**src/rtl/fwd_hazard_unit_pkg.sv**
```systemverilog
// Shared select codes, register-address width and in-flight slot record layout.
// The EX operand muxes decode the same sel_e constants.
package fwd_hazard_unit_pkg;

  localparam int unsigned RA_W = 3;

  typedef enum logic [1:0] {
    SEL_RF  = 2'b00,
    SEL_EXM = 2'b01,
    SEL_MWB = 2'b10,
    SEL_LD  = 2'b11
  } sel_e;

  typedef struct packed {
    logic            vld;
    logic [RA_W-1:0] rd;
    logic            wr;
    logic            ld;
  } slot_t;

  // r0 is hardwired zero, so it never has a producer.
  function automatic logic slot_match(input logic [RA_W-1:0] rs, input slot_t s);
    return s.vld & s.wr & (s.rd == rs) & (rs != '0);
  endfunction

endpackage

```
**src/rtl/fwd_src_cmp.sv**
```systemverilog
// One source address against the EX/MEM slot records: operand select plus hazard flag.
// FWD_HAZARD_FORWARDING_EN selects forwarding; otherwise a full interlock.
module fwd_src_cmp
  import fwd_hazard_unit_pkg::*;
(
  input  logic [RA_W-1:0] rs,
  input  slot_t           ex_slot,
  input  slot_t           mem_slot,
  output sel_e            sel,
  output logic            hazard
);

  logic ex_hit;
  logic mem_hit;

  always_comb begin
    ex_hit  = slot_match(rs, ex_slot);
    mem_hit = slot_match(rs, mem_slot);
    sel     = SEL_RF;
`ifdef FWD_HAZARD_FORWARDING_EN
    // Youngest producer first; a load in EX cannot forward and raises the hazard.
    if (ex_hit && !ex_slot.ld) begin
      sel = SEL_EXM;
    end else if (mem_hit) begin
      sel = mem_slot.ld ? SEL_LD : SEL_MWB;
    end
    hazard = ex_hit & ex_slot.ld;
`else
    hazard = ex_hit | mem_hit;
`endif
  end

endmodule

```
**src/rtl/fwd_hazard_unit.sv**
```systemverilog
// Forwarding/interlock controller for the ID->EX->MEM->WB pipeline.
// FWD_HAZARD_FORWARDING_EN enables forwarding; without it the unit fully interlocks.
module fwd_hazard_unit
  import fwd_hazard_unit_pkg::*;
#(
  parameter int unsigned CNT_W = 16
) (
  input  logic             clk,
  input  logic             reset,
  input  logic             id_valid,
  input  logic [RA_W-1:0]  id_rs1,
  input  logic [RA_W-1:0]  id_rs2,
  input  logic [RA_W-1:0]  id_rd,
  input  logic             id_wr_en,
  input  logic             id_is_load,
  input  logic             flush,
  output logic             stall,
  output logic [1:0]       sel_a,
  output logic [1:0]       sel_b,
  output logic [CNT_W-1:0] stall_cnt
);

  // WB needs no record: the regfile writes through, so a WB hit reads the regfile.
  slot_t            ex_q, ex_d;
  slot_t            mem_q, mem_d;
  sel_e             sel_a_q, sel_a_d;
  sel_e             sel_b_q, sel_b_d;
  logic [CNT_W-1:0] stall_cnt_q, stall_cnt_d;

  sel_e cmp_sel_a, cmp_sel_b;
  logic haz_a, haz_b;
  logic issue;

  fwd_src_cmp u_cmp_a (
    .rs       (id_rs1),
    .ex_slot  (ex_q),
    .mem_slot (mem_q),
    .sel      (cmp_sel_a),
    .hazard   (haz_a)
  );

  fwd_src_cmp u_cmp_b (
    .rs       (id_rs2),
    .ex_slot  (ex_q),
    .mem_slot (mem_q),
    .sel      (cmp_sel_b),
    .hazard   (haz_b)
  );

  always_comb begin
    stall       = id_valid & ~flush & (haz_a | haz_b);
    issue       = id_valid & ~stall & ~flush;
    ex_d        = '0;
    sel_a_d     = SEL_RF;
    sel_b_d     = SEL_RF;
    if (issue) begin
      ex_d    = '{vld: 1'b1, rd: id_rd, wr: id_wr_en, ld: id_is_load};
      sel_a_d = cmp_sel_a;
      sel_b_d = cmp_sel_b;
    end
    mem_d       = ex_q;
    stall_cnt_d = stall_cnt_q;
    if (stall && (stall_cnt_q != '1)) begin
      stall_cnt_d = stall_cnt_q + 1'b1;
    end
  end

  always_ff @(posedge clk) begin
    if (reset) begin
      ex_q        <= '0;
      mem_q       <= '0;
      sel_a_q     <= SEL_RF;
      sel_b_q     <= SEL_RF;
      stall_cnt_q <= '0;
    end else begin
      ex_q        <= ex_d;
      mem_q       <= mem_d;
      sel_a_q     <= sel_a_d;
      sel_b_q     <= sel_b_d;
      stall_cnt_q <= stall_cnt_d;
    end
  end

  assign sel_a     = sel_a_q;
  assign sel_b     = sel_b_q;
  assign stall_cnt = stall_cnt_q;

endmodule

```
**config.mk**
```make
export PLATFORM = sky130hd
export DESIGN_NAME = fwd_hazard_unit
export DESIGN_NICKNAME = d
export VERILOG_FILES = /design/src/rtl/fwd_hazard_unit_pkg.sv /design/src/rtl/fwd_src_cmp.sv /design/src/rtl/fwd_hazard_unit.sv
export SDC_FILE = /design/constraint.sdc
export NUM_CORES = 1
export LEC_CHECK = 0
export BUFFER_PORTS_ARGS = -buffer_cell sky130_fd_sc_hd__buf_2
export CAP_MARGIN = 20
export CORE_UTILIZATION = 31
export CTS_CLUSTER_SIZE = 25
export DETAILED_ROUTE_END_ITERATION = 7
export GPL_TIMING_DRIVEN = 0
export PLACE_DENSITY_LB_ADDON = 0.12
export SYNTH_ARGS = -nofsm -noshare
export SYNTH_HDL_FRONTEND = slang
export SYNTH_SLANG_ARGS = --single-unit
```
**constraint.sdc**
```tcl
create_clock -name clk -period 2.85 [get_ports clk]
set_input_delay 0.1425 -clock clk [delete_from_list [all_inputs] [get_ports clk]]
set_output_delay 0.1425 -clock clk [all_outputs]
set_load 0.02 [all_outputs]
```
==> impl_metrics.env <==
export IMPL_synth_area_leaders="dfxtp_1 (39%), xor2_1 (7.9%), nor2b_1 (6.1%), nor2_1 (4.8%), mux2_1 (4.2%)"
export IMPL_cts_root_buf="clkbuf_8"
export IMPL_max_freq_mhz=459
export IMPL_rrSetupSlack_ps=670
export IMPL_clock_sinks=26
export IMPL_firstDrtPassIters=4
export IMPL_grt_pass1_vias=1026
export IMPL_ys_warnings_count=0
export IMPL_setup_ws_ps=669
export IMPL_grt_setup_unrepaired="false"
export IMPL_gr_total_overflow=0
export IMPL_grt_use_met2=0.222
export IMPL_final_min_clock_period_ps=2180
export IMPL_ios=36
export IMPL_finalHoldViolations=0
export IMPL_vias=1132
export IMPL_maxCapViolations=0
export IMPL_cts_inserted_buffers=3
export IMPL_hold_buffers=0
export IMPL_cts_buffer_depth=2
export IMPL_die_w_um=67.5
export IMPL_ys_async_sr_fraction=0
export IMPL_cp_required_ps=3020
export IMPL_power_leakage_nw=0.717
export IMPL_synth_distinct_cells=37
export IMPL_grt_busiest_layer="met2"
export IMPL_synth_area_per_cell_sq_um=9.05
export IMPL_reg2regPathDepth=6
export IMPL_gp_congestion=0.751
export IMPL_cp_start_kind="register"
export IMPL_hp_class="in2reg"
export IMPL_postLayoutCoreUtil=0.397
export IMPL_die_area_sq_um=4560
export IMPL_synth_most_common_cell="dfxtp_1"
export IMPL_yosysSeqAreaShare=0.391
export IMPL_grt_max_degree=15
export IMPL_grtUsageMet1=0.177
export IMPL_synth_top_area_frac=0.391
export IMPL_h_tree_depth=1
export IMPL_finalSetupTns_ps=0
export IMPL_criticalPathCategory="reg2reg"
export IMPL_setup_viol=0
export IMPL_syn_cell_area_sq_um=1330
export IMPL_drt_vias_per_instance=4.84
export IMPL_die_h_um=67.5
export IMPL_grt_pass1_wl_um=4680
export IMPL_worstMarginPinSlew_ps=770
export IMPL_clock_latency_ps=270
export IMPL_r2r_start="mem_q[4]"
export IMPL_synth_top_area_cell="dfxtp_1"
export IMPL_ant_nets=0
export IMPL_drc=0
export IMPL_peakVddDrop_mv=0.230
export IMPL_dp_hpwl_um=2110
export IMPL_synthTopCellsByCount="dfxtp_1 (26), nor2_1 (17), nor2b_1 (13)"
export IMPL_period_share=0.765
export IMPL_n_antenna_cell=0
export IMPL_whs_endpoint="ex_q[1]"
export IMPL_slew_viol_final=0
export IMPL_drt_initial_drc_count=23
export IMPL_p_per_area_nw_per_um2=407
export IMPL_hold_depth=2
export IMPL_rows=23
export IMPL_netlist_instances=147
export IMPL_numPortBuffers=30
export IMPL_fin_nets=201
export IMPL_start_util=0.328
export IMPL_drive_above_1_share=0.261
export IMPL_slew_headroom=0.485
export IMPL_cp_max_fo=8
export IMPL_holdWs_ps=64.2
export IMPL_avgRoutedWirePerCell_um=11.8
export IMPL_synth_flop_cell="dfxtp_1"
export IMPL_cts_repair_timing_setup_buffer_count=0
export IMPL_post_cts_resized=0
export IMPL_syn_to_final_growth_pct=21.0
export IMPL_cp_end_kind="register"
export IMPL_globalRouteMet3Util=0.0304
export IMPL_routed_wl_um=2770
export IMPL_dp_slack_ps=701
export IMPL_status="finished, final reports clean"
export IMPL_grt_util_all_layers=0.138
export IMPL_r2r_end="stall_cnt[13]"
export IMPL_core_sq_um=4060
export IMPL_arrival_ps=2350
export IMPL_min_delay_start="id_wr_en"
export IMPL_antenna_found_initial=0
export IMPL_cts_tree="done"
export IMPL_synth_seq_cells=26
export IMPL_skew_ps=1.88
export IMPL_path_clk_slew_ps=90
export IMPL_synth_edff_count=0
-- layout make-up --
cell class | instances | area [sq um]
fillers | 423 | 2450
multi-input cells | 113 | 757
inverters | 2 | 7.51
plain buffers | 9 | 56.3
repair buffers | 30 | 150
flip-flops and latches | 26 | 520
clock buffers | 4 | 55.1
well taps | 50 | 62.6
-- metrics by stage --
stage / cells / power, mW / instance area, sq um
after floorplan: 150 / 0.405 / 1340
after global placement: 230 / 0.423 / 1550
after detailed placement: 230 / 0.424 / 1550
after CTS: 234 / 0.669 / 1610
after global routing: 234 / 0.687 / 1610
final: 234 / 0.656 / 1610
-- where the power goes --
part | switching (mW) | internal, mW
Clock | 0.117 | 0.124
Sequential | 0.00219 | 0.366
Combinational | 0.0264 | 0.0200
-- flip-flops by register name, indices dropped and copies added (netlist names) --
register	count
stall_cnt	16
ex_q	5
mem_q	5
-- cells in the final DEF (no fill, tap or decap), types with 3 or more instances in the layout --
master / count
dfxtp_1: 26
buf_4: 4
and2_1: 5
clkbuf_8: 4
nand3_1: 7
nand2_1: 8
buf_2: 30
nor2_1: 17
nand4_1: 5
mux2_1: 5
nor4_1: 4
xor2_1: 12
clkbuf_1: 3
nor2b_1: 13
conb_1: 4
a21oi_1: 4
-- layer usage --
metal / part of all wire / vias up
li1: - / 585
met1: 0.46 / 508
met2: 0.47 / 33
met3: 0.056 / 6
met4: 0.013 / 0
met5: 0 / -
-- worst max path at each step --
| stage | depth (start not counted) | start | slack (ps) | to |
|---|---|---|---|---|
| after CTS | 6 | mem_q[4] | 690 | stall_cnt[13] |
| after global placement | 6 | mem_q[4] | 710 | stall_cnt[13] |
| after global routing | 6 | mem_q[4] | 450 | stall_cnt[13] |
| after floorplan | 6 | stall_cnt[2] | 890 | stall_cnt[13] |
| final | 6 | mem_q[4] | 670 | stall_cnt[13] |
| after detailed placement | 6 | mem_q[4] | 700 | stall_cnt[13] |
-- logic make-up after synthesis --
kind of cell               after synthesis  share of synthesized area
muxes                                    9                     0.0781
xor gates and xnor gates                14                     0.0922
and+or+nand+nor                         68                      0.274
AOI/OAI and AO/OA                       17                      0.104
other                                    1                    0.00282
buffers and inverters                   11                     0.0480
adders and majority gates                1                    0.00941
DFF                                     26                      0.391
-- critical path: stages, from the launching register on --
cell and delay [ps]:
dfxtp_1 340, xor2_1 160, nor4_1 310, o32ai_1 260
a211oi_2 530, nand4_1 160, mux2_1 320
No activity file was read; power rests on OpenSTA's default activity.
